`src/rtl/imem_arbiter.sv`:
```
// imem_arbiter: two-requester arbiter (CPU read/write, crypto-engine DMA
// read-only) in front of a single-port synchronous instruction memory.
// Each access takes a grant cycle (memory address driven combinationally)
// followed by a one-cycle response pulse to the granted requester.
// Accesses outside [MEM_BASE, MEM_BASE + 4*2^MEM_AW) never touch memory
// and complete with zero data and a range_err pulse.
// Configuration macro: ARB_ROUND_ROBIN_EN
//   defined   -> simultaneous requests alternate against last_grant
//   undefined -> CPU wins every tie (fixed priority)
module imem_arbiter #(
  parameter logic [31:0] MEM_BASE = 32'h00010000,
  parameter int          MEM_AW   = 14
) (
  input  logic              clk,
  input  logic              rst,
  input  logic              cpu_valid,
  input  logic [31:0]       cpu_addr,
  input  logic [31:0]       cpu_wdata,
  input  logic [3:0]        cpu_wstrb,
  output logic              cpu_ready,
  output logic [31:0]       cpu_rdata,
  input  logic              dma_valid,
  input  logic [31:0]       dma_addr,
  output logic              dma_ready,
  output logic [31:0]       dma_rdata,
  output logic              mem_we,
  output logic [MEM_AW-1:0] mem_addr,
  output logic [31:0]       mem_wdata,
  output logic [3:0]        mem_wstrb,
  input  logic [31:0]       mem_rdata,
  output logic              range_err
);

  typedef enum logic [1:0] {
    IDLE     = 2'd0,
    RESP_CPU = 2'd1,
    RESP_DMA = 2'd2
  } state_t;

  // last_grant encoding
  localparam logic GRANT_CPU = 1'b0;
  localparam logic GRANT_DMA = 1'b1;

  // Window size in bytes, one bit wider than the address so it cannot wrap.
  localparam logic [32:0] WIN_BYTES = 33'd4 << MEM_AW;

  state_t      state_r;
  logic        last_grant_r;
  logic        cpu_resp_r;
  logic        dma_resp_r;
  logic        err_r;

  logic        any_valid_s;
  logic        grant_dma_s;
  logic        grant_s;
  logic [31:0] sel_addr_s;
  logic [31:0] offset_s;
  logic        in_range_s;
  logic        write_s;

  // Arbitration decision and range check for the request seen in IDLE.
  always_comb begin
    any_valid_s = cpu_valid | dma_valid;
    if (cpu_valid && dma_valid) begin
`ifdef ARB_ROUND_ROBIN_EN
      grant_dma_s = (last_grant_r == GRANT_CPU);
`else
      grant_dma_s = 1'b0;
`endif
    end else if (dma_valid) begin
      grant_dma_s = 1'b1;
    end else begin
      grant_dma_s = 1'b0;
    end
    sel_addr_s = grant_dma_s ? dma_addr : cpu_addr;
    offset_s   = sel_addr_s - MEM_BASE;
    in_range_s = ({1'b0, offset_s} < WIN_BYTES);
    grant_s    = (state_r == IDLE) && any_valid_s && !rst;
    // Only an in-range CPU access with non-zero strobes writes memory.
    write_s    = grant_s && !grant_dma_s && in_range_s && (cpu_wstrb != 4'b0000);
  end

  // Memory port: address and write strobe are only live in the grant cycle.
  always_comb begin
    if (grant_s) begin
      mem_addr = sel_addr_s[MEM_AW+1:2];
    end else begin
      mem_addr = {MEM_AW{1'b0}};
    end
    if (write_s) begin
      mem_we    = 1'b1;
      mem_wdata = cpu_wdata;
      mem_wstrb = cpu_wstrb;
    end else begin
      mem_we    = 1'b0;
      mem_wdata = 32'h0000_0000;
      mem_wstrb = 4'b0000;
    end
  end

  // Arbiter FSM: grant in IDLE, one response cycle, then back to IDLE.
  always_ff @(posedge clk) begin
    if (rst) begin
      state_r      <= IDLE;
      last_grant_r <= GRANT_DMA;
      cpu_resp_r   <= 1'b0;
      dma_resp_r   <= 1'b0;
      err_r        <= 1'b0;
    end else begin
      case (state_r)
        IDLE: begin
          if (any_valid_s) begin
            state_r      <= grant_dma_s ? RESP_DMA : RESP_CPU;
            last_grant_r <= grant_dma_s ? GRANT_DMA : GRANT_CPU;
            cpu_resp_r   <= !grant_dma_s;
            dma_resp_r   <= grant_dma_s;
            err_r        <= !in_range_s;
          end else begin
            cpu_resp_r <= 1'b0;
            dma_resp_r <= 1'b0;
            err_r      <= 1'b0;
          end
        end
        RESP_CPU, RESP_DMA: begin
          state_r    <= IDLE;
          cpu_resp_r <= 1'b0;
          dma_resp_r <= 1'b0;
          err_r      <= 1'b0;
        end
        default: begin
          state_r    <= IDLE;
          cpu_resp_r <= 1'b0;
          dma_resp_r <= 1'b0;
          err_r      <= 1'b0;
        end
      endcase
    end
  end

  // Response outputs; a reset landing in the response cycle suppresses it.
  always_comb begin
    cpu_ready = cpu_resp_r && !rst;
    dma_ready = dma_resp_r && !rst;
    range_err = err_r && !rst && (cpu_resp_r || dma_resp_r);
    if (cpu_ready && !err_r) begin
      cpu_rdata = mem_rdata;
    end else begin
      cpu_rdata = 32'h0000_0000;
    end
    if (dma_ready && !err_r) begin
      dma_rdata = mem_rdata;
    end else begin
      dma_rdata = 32'h0000_0000;
    end
  end

endmodule

```
`config.mk`:
```
export PLATFORM = sky130hd
export DESIGN_NAME = imem_arbiter
export DESIGN_NICKNAME = d
export VERILOG_FILES = /design/src/rtl/imem_arbiter.sv
export SDC_FILE = /design/constraint.sdc
export NUM_CORES = 1
export LEC_CHECK = 0
export BUFFER_PORTS_ARGS = -buffer_cell sky130_fd_sc_hd__buf_4
export CAP_MARGIN = 20
export CORE_AREA = 4 4 97 99
export CTS_CLUSTER_SIZE = 12
export DETAILED_ROUTE_END_ITERATION = 10
export DIE_AREA = 0 0 101 103
export HOLD_SLACK_MARGIN = 0.12
export PLACE_DENSITY_LB_ADDON = 0.05
export SLEW_MARGIN = 20
export SYNTH_ARGS = -nofsm -noshare
export SYNTH_HDL_FRONTEND = slang
export SYNTH_SLANG_ARGS = --single-unit
```
`constraint.sdc`:
```
create_clock -name clk -period 1.92 [get_ports clk]
set_input_delay 0.384 -clock clk [delete_from_list [all_inputs] [get_ports clk]]
set_output_delay 0.384 -clock clk [all_outputs]
set_load 0.01 [all_outputs]
```
Word level (Yosys, flattened, before mapping):

Cells that the tools add are included.

* logic and storage cells: 40
* memories: 0
* output and inout port bits: 118
* RAM bits: 0
* memory bits (read-only): 0
* bits in latches: 0
* input port bits: 136
* register bits after elaboration: 5

* $add $sub $neg: 1
* eq/ne operators: 0
* reduce and logical (&&, ||, !) cells: 21
* bitwise logic cells: 3
* multipliers: 0
* shift-type cells: 0
* order comparisons: 1
* divide/modulo/power cells: 0
* muxes and demuxes: 10

Operator list (number)
* two-way mux 32 bit: 4
* less-than comparator 32 x 17 -> 1 bit (second input constant): 1
* subtractor 32 x 17 -> 32 bit (second input constant): 1
* two-way mux 14 bit: 1
* logical AND 1 bit: 12
* logical NOT 1 bit: 4
* two-way mux 4 bit: 1
* nonzero test 4 bit: 1
* two-way mux 1 bit: 3
* OR reduction 3 bit: 1
* logical NOT 2 bit: 1
* two-way mux 2 bit: 1
* NOT 1 bit: 2
* OR reduction 2 bit: 1
* logical OR 1 bit: 1
* OR 1 bit: 1

Longest topological paths before layout:

Gate-level depths: netlist (run 1).

* depth in word-level cells: 8
* mapped depth: 5
* depth with buffers taken out: 3

Worst setup path after synthesis (run 1):

Ideal clock, no wire load.

* kind: input port to output port
* start: input port cpu_addr[30]
* end: output port mem_wdata[10]
* path slack: 0.103 ns
* data arrival time: 1.433 ns
* required time: 1.536 ns
* buffers on the path: 2
* cell stages on the path: 5
* path through: nor4_1 -> nand3_1 -> buf_4 -> buf_6 -> nor4b_2

* longest elaborated chain between the ends: 6

RTL lines
* start: declaration: RTL line 17 `input logic [31:0] cpu_addr,`
* two-way mux 32 bit: RTL line 75 `sel_addr_s = grant_dma_s ? dma_addr : cpu_addr;`
* subtractor 32 x 17 -> 32 bit: RTL line 76 `offset_s = sel_addr_s - MEM_BASE;`
* less-than comparator 32 x 17 -> 1 bit: RTL line 77 `in_range_s = ({1'b0, offset_s} < WIN_BYTES);`
* logical AND 1 bit (2 in a row): RTL line 80 `write_s = grant_s && !grant_dma_s && in_range_s && (cpu_wstrb != 4'b0000);`
* two-way mux 32 bit: RTL line 90 `if (write_s) begin`
* end: declaration: RTL line 28 `output logic [31:0] mem_wdata,`

No other way between the ends.

Final worst setup path (run 1):

* start: input port cpu_addr[23]
* end: output port mem_wstrb[2]

* longest elaborated chain between the ends: 6

RTL lines
* two-way mux 32 bit: RTL line 75
* subtractor 32 x 17 -> 32 bit: RTL line 76
* less-than comparator 32 x 17 -> 1 bit: RTL line 77
* logical AND 1 bit (2 in a row): RTL line 80
* two-way mux 4 bit: RTL line 90
* end: declaration: RTL line 29 `output logic [3:0] mem_wstrb,`

No other way between the ends.

==> run summary, run 1 <==
========================================================================================
Outcome                                                                     finished, violations left
Violations in the final reports                                             setup timing
Post-CTS Hold Fix Bufs                                                                 0
Largest net degree at the start of global routing                                     38
Via density per instance                                                            4.37
Post-CTS Resized                                                                      12
Initial antenna violation count                                                        0
Clock Sink Count                                                                       5
Number of setup buffers added after CTS                                                0
Total inserted antenna cells                                                           0
CP max stage cell                                                                 nor4_4
Synthesized instance count                                                           170
Time the final worst path needs with I/O delays and setup                        2.03 ns
Fraction of the yosys area taken by sequential cells                               6.92%
Netlist area before placement                                               0.00145 mm^2
Sum of internal, switching and leakage power                                    0.755 mW
Number of DRC violations after detailed-routing iteration 0                           11
Die width                                                                         101 um
Core area                                                                   0.00855 mm^2
Cells along the critical path                                               buf_6 -> nor4_4 -> nand3_2 -> buf_12 -> buf_4 -> nor3_2 -> buf_4
Total number of vias                                                               2,280
Post-Place Setup Slack                                                         -0.220 ns
Initial Utilization                                                                16.9%
IR drop worst, VDD                                                                149 uV
Power per unit of standard cell area                                         205 mW/mm^2
RePlAce Congestion                                                                 0.752
Slew margin rel.                                                                   81.0%
Vertical die dimension                                                            103 um
Total overflow reported by the global router                                           0
Final worst-path setup slack                                                   -0.110 ns
Async set-or-reset flop fraction in the synthesized netlist                           0%
Total of max-cap violations                                                            0
Fraction of final layout cells sized beyond drive strength 1                       74.9%
Most frequent CP cell                                                              buf_4
Count of pins on the block boundary                                                  254
Final setup viols                                                                     34
CTS buffer count                                                                       3
Latest clock arrival within the worst-skew pair                                  0.22 ns
Highest net fanout along the worst path                                               36
Slowest Stage Delay on Critical Path                                             0.29 ns
HPWL Detailed                                                                    6.55 mm
Number of enable-type register cells in the synthesized netlist                        0
Count of nets after finishing                                                        551
Data arrival time of the critical path                                           1.65 ns
CP Data Required Time                                                            1.54 ns
Portion of the clock cycle consumed by the worst path in the final layout           106%
Count of unique library cells instantiated by Yosys                                   24
Remaining DRCs                                                                         0
Hold Path Class                                                             input port to flip-flop
Flip-flop cell with the highest count after synthesis                            dfxtp_1
Number of detailed-route iterations in the first pass                                  4
Clock buffer depth                                                                     2
Average footprint of a synthesized cell                                        8.51 um^2
Nets in the synthesized netlist                                                      306
Category of the worst setup path capture point                               output port
Port buffer count                                                                    249
Worst Max-Slew Pin Slew                                                         0.283 ns
Routed len/inst                                                                  15.2 um
Growth of design area from synthesis to finish                                      155%
Unrepaired setup endpoints after global routing                                      yes
First-pass GRT wire length                                                       11.1 mm
Static leakage                                                                   1.79 nW
Maximum clock frequency                                                          493 MHz
Clock Skew                                                                    0.00191 ns
Clock root buffer                                                               clkbuf_8
Final-layout fill cell count                                                         858
Endpoints failing hold                                                                 0
Full die area                                                                0.0104 mm^2
Final sum of negative setup slack                                               -1.82 ns
Synthesis Warnings                                                                     0
Seq cells post-synth                                                                   5
Count of antenna-violating nets left after detailed routing                            0
Pins over their slew limit                                                             0
Crit path kind                                                              input port to output port
Clock tree from TritonCTS                                                            yes
Clock-pin slew of the registers on the worst-case setup and hold paths           0.03 ns
Tot GR Track Use                                                                   13.2%
Vias in the first global route                                                     2,198
H-tree depth reported by CTS                                                           1
Startpoint class of the critical path                                         input port
Total Wirelength                                                                 7.93 mm
Standard-cell rows                                                                    34
========================================================================================
-- per-stage QoR --
stage / utilization [%] / hold slack [ns] / cells / instance area [um^2]
5_1_grt: 43.1 / 0.432 / 522 / 3690
6_report: 43.1 / 0.423 / 522 / 3690
3_3_place_gp: 41.2 / 0.553 / 518 / 3520
2_1_floorplan: - / 0.461 / 170 / 1450
4_1_cts: 42.6 / 0.419 / 522 / 3640
3_5_place_dp: 41.2 / 0.559 / 518 / 3520
-- cell type report --
class	count	area, um^2	share of cell area, %
Inverter	5	18.8	0.509
Timing Repair Buffer	259	2050	55.6
Sequential cell	5	103	2.78
Tap cell	108	135	3.66
Clock buffer	4	45.0	1.22
Multi-Input combinational cell	141	1340	36.2
-- kinds of logic after synthesis --
group / synth area share, %
AO/OA/AOI/OAI: 9.86
buffers and inverters: 9.17
flip-flops: 6.92
AND/OR/NAND/NOR: 74.0
-- final timing paths --
| check | startpoint | to | slack [ns] | depth (start not counted) |
|---|---|---|---|---|
| worst min-delay path | cpu_valid | cpu_resp_r | 0.42 | 2 |
| worst max-delay path | cpu_addr[23] | mem_wstrb[2] | -0.11 | 7 |
| worst min register to register | state_r[1] | state_r[1] | 0.48 | 1 |
| worst max register to register | state_r[1] | state_r[0] | 0.89 | 4 |
-- placed cells by master, fill, tap and decap left out --
cell type / instances
nor3_2: 2
nor2b_1: 2
nor4b_2: 30
buf_12: 7
nor3b_2: 2
a41oi_1: 1
inv_1: 5
nor3_1: 3
buf_4: 247
nand3_2: 2
nor4_1: 4
nor4b_1: 2
and2_4: 1
nor4b_4: 2
nor3b_1: 1
dfxtp_2: 2
dfxtp_1: 3
o221a_2: 1
a22o_1: 14
nor4_4: 5
clkbuf_8: 3
nor2_1: 1
nor3_4: 1
nand2_1: 1
clkbuf_1: 1
and2_1: 65
buf_6: 5
nand2b_1: 1
-- worst max-delay path, delay by kind of cell --
family                 cells  cell delay (ns)
and+or+nand+nor            3             0.59
buffers and inverters      4             0.65
-- sequential cells by signal (all words and copies together), names as in the netlist --
name and count:
cpu_resp_r 1, dma_resp_r 1, err_r 1, state_r 2
-- cells in the mapped netlist, drive strengths merged, types with 2 or more instances --
library cell / instances / area [um^2]
and2: 66 / 413
nor4b: 34 / 460
inv: 5 / 18.8
buf: 12 / 87.6
nor4: 9 / 92.6
nor2b: 2 / 12.5
clkbuf: 7 / 26.3
a22o: 14 / 123
nor3: 6 / 41.3
nor3b: 3 / 22.5
nand3: 2 / 15.0
dfxtp: 5 / 100
-- per-layer routing --
layer / vias up / share of wire [%] / track usage, % / wire length [um]
met4: 0 / 2.6 / 4.29 / 208
met1: 1013 / 31 / 13.2 / 2500
li1: 1105 / - / - / -
met5: - / 0 / 0 / 0
met3: 16 / 12 / 4.47 / 960
met2: 146 / 54 / 25.5 / 4270
-- report_power, final --
group | total (mW) | internal (mW) | switching, mW
logic | 0.447 | 0.297 | 0.149
registers | 0.118 | 0.111 | 0.00661
clock network | 0.190 | 0.142 | 0.0480
Power figures use the tool's default switching activity.
==> run 2, diff against run 1 <==
REMOVE_ABC_BUFFERS = 1   (was not set)
==> run 2 against run 1 <==
Net effect:
- first-iteration DRC count grew to 6.5 times the previous value
- register-to-register slack gained 0.10 ns
- cell count is the same
- die area is the same
- cell area grew 0.47%
- via count shrank 1.1%
- the flow still finishes with violations (setup timing)
- sequential share of layout area is essentially flat
- hold slack lost 0.0080 ns
- power grew 0.67%
- combinational power is essentially flat
- clock power is essentially flat
- non-clock buffer count is the same
==> run summary, run 2 (synthesis results as in run 1) <==
========================================================================================
Placed Cells                                                                         518   unchanged
Switching share of total power                                                     27.2%   +0.21 points
Sequential share of power                                                          15.5%   about the same
Pins over their slew limit                                                             0   unchanged
Number of detailed-route iterations in the first pass                                  4   unchanged
Total of max-cap violations                                                            0   unchanged
RePlAce Congestion                                                                 0.737   -2.0%
Post-Place Setup Slack                                                         -0.255 ns   -0.0350 ns
Fraction of final layout cells sized beyond drive strength 1                       74.6%   -0.24 points
HPWL Detailed                                                                    6.69 mm   +2.2%
Clock root buffer                                                               clkbuf_8
Sum of internal, switching and leakage power                                    0.760 mW   +0.67%
Count of antenna-violating nets left after detailed routing                            0   unchanged
IR drop worst, VDD                                                                111 uV   -26%
Clock buffer depth                                                                     2   unchanged
First-pass GRT wire length                                                       11.2 mm   +0.75%
Largest net degree at the start of global routing                                     38   unchanged
Layout Cells excl Fill                                                               522   unchanged
Count of pins on the block boundary                                                  254   unchanged
Maximum clock frequency                                                          503 MHz   +2.0%
Clock tree from TritonCTS                                                            yes
Largest register FFs                                                                   2   unchanged
Final setup viols                                                                     32   -5.9%
Cells along the critical path                                               buf_6 -> nor4b_4 -> nand3_2 -> buf_12 -> nor4b_2 -> buf_4
H-tree depth reported by CTS                                                           1   unchanged
CP max stage cell                                                                nor4b_2
Tot GR Track Use                                                                   13.3%   +0.13 points
Slew margin rel.                                                                   75.0%   -6.0 points
Final sum of negative setup slack                                               -1.58 ns   +0.238 ns
Time the final worst path needs with I/O delays and setup                        1.99 ns   -0.0403 ns
Vertical die dimension                                                            103 um   unchanged
Core area                                                                   0.00855 mm^2   unchanged
Post-CTS Hold Fix Bufs                                                                 0   unchanged
Startpoint class of the critical path                                         input port
Power per unit of standard cell area                                         205 mW/mm^2   +0.19%
Unrepaired setup endpoints after global routing                                      yes
Port buffer count                                                                    249   unchanged
Clock power frac                                                                   25.4%   +0.2 points
Total number of vias                                                               2,256   -1.1%
Highest net fanout along the worst path                                               37   +2.8%
Count of nets after finishing                                                        551   unchanged
Share of the core filled with cells                                                43.3%   +0.20 points
Endpoints failing hold                                                                 0   unchanged
Remaining DRCs                                                                         0   unchanged
Full die area                                                                0.0104 mm^2   unchanged
Highest-count cells in the layout ignoring fill and taps                    246 x buf_4, 65 x and2_1, 29 x nor4b_2
Vias in the first global route                                                     2,261   +2.9%
Slowest Stage Delay on Critical Path                                             0.30 ns   about the same
Die width                                                                         101 um   unchanged
Cell family with most CP delay                                              simple AND/OR/NAND/NOR gates
Data arrival time of the critical path                                           1.61 ns   -0.04 ns
Final worst-path setup slack                                                  -0.0692 ns   +0.0403 ns
Switching power total                                                           0.207 mW   +1.4%
Category of the worst setup path capture point                               output port
Total inserted antenna cells                                                           0   unchanged
Clock-pin slew of the registers on the worst-case setup and hold paths           0.03 ns   about the same
CP Data Required Time                                                            1.54 ns   about the same
Total Wirelength                                                                 7.94 mm   +0.14%
Hold_ws                                                                         0.415 ns   -0.00800 ns
Critical path buffer and inverter count                                                3   -1
Latest clock arrival within the worst-skew pair                                  0.22 ns   about the same
Part of the total power dissipated in combinational logic                          59.0%   -0.2 points
Clock Sink Count                                                                       5   unchanged
Dpl cell area                                                               0.00352 mm^2   unchanged
Hold Path Class                                                             input port to flip-flop
Violations in the final reports                                             setup timing
Cell area after layout                                                      0.00370 mm^2   +0.47%
Portion of the clock cycle consumed by the worst path in the final layout           104%   -2.1 points
Worst Max-Slew Pin Slew                                                         0.372 ns   +0.0895 ns
Clock Skew                                                                   0.000867 ns   -0.00104 ns
Routed len/inst                                                                  15.2 um   +0.14%
Standard-cell rows                                                                    34   unchanged
Internal power contribution                                                     0.553 mW   +0.38%
Outcome                                                                     finished, violations left
Most common cell after layout, fill and taps aside                                 buf_4
Static leakage                                                                   1.80 nW   +0.60%
CTS buffer count                                                                       3   unchanged
Register with the most flip-flops                                                state_r
Crit path kind                                                              input port to output port
Via density per instance                                                            4.32   -1.1%
Initial Utilization                                                                16.9%   unchanged
Total overflow reported by the global router                                           0   unchanged
Number of setup buffers added after CTS                                                0   unchanged
Growth of design area from synthesis to finish                                      156%
Initial antenna violation count                                                        0   unchanged
Number of DRC violations after detailed-routing iteration 0                           72   +61
========================================================================================
[run 2: metal layers]
layer	up-vias	GRT usage (%)	share of wire [%]	wire length (um)
met5	-	0	0	0
met4	0	2.56	0.79	63
met3	6	5.48	15	1200
met2	151	26.8	55	4340
met1	992	12.6	29	2340
li1	1107	-	-	-
[run 2: power groups by stage]
stage,Sequential (mW),Clock (mW),Combinational (mW)
after detailed placement,0.119,0,0.435
after global placement,0.119,0,0.431
after global routing,0.119,0.208,0.484
after CTS,0.118,0.199,0.448
final,0.118,0.193,0.449
after floorplan,0.117,0,0.112
[run 2: what timing repair did]
action,CTS,global route
endpoints found under the setup margin,51,51
pin swaps,0,1
gates resized for setup,15,9
[run 2: worst paths after layout]
kind / start / cells past startpoint / slack, ns / endpoint
hold reg to reg: state_r[1] / 1 / 0.49 / state_r[1]
setup reg to reg: state_r[1] / 2 / 0.99 / dma_resp_r
hold / removal: cpu_valid / 2 / 0.41 / cpu_resp_r
setup / recovery: cpu_addr[31] / 6 / -0.07 / mem_wdata[18]
[run 2: cell type report]
| type | instances | area (um^2) |
|---|---|---|
| clock buffer | 4 | 45.0 |
| fill | 836 | 4850 |
| timing repair buffer | 259 | 2050 |
| multi-input combinational | 141 | 1350 |
| tap | 108 | 135 |
| inverter | 5 | 18.8 |
| sequential | 5 | 103 |
[run 2: worst reg2reg max path, delay by kind of cell, from the launching register on]
family	cells	cell delay [ns]
simple gates	1	0.33
flops	1	0.34
buf+inv	1	0.19
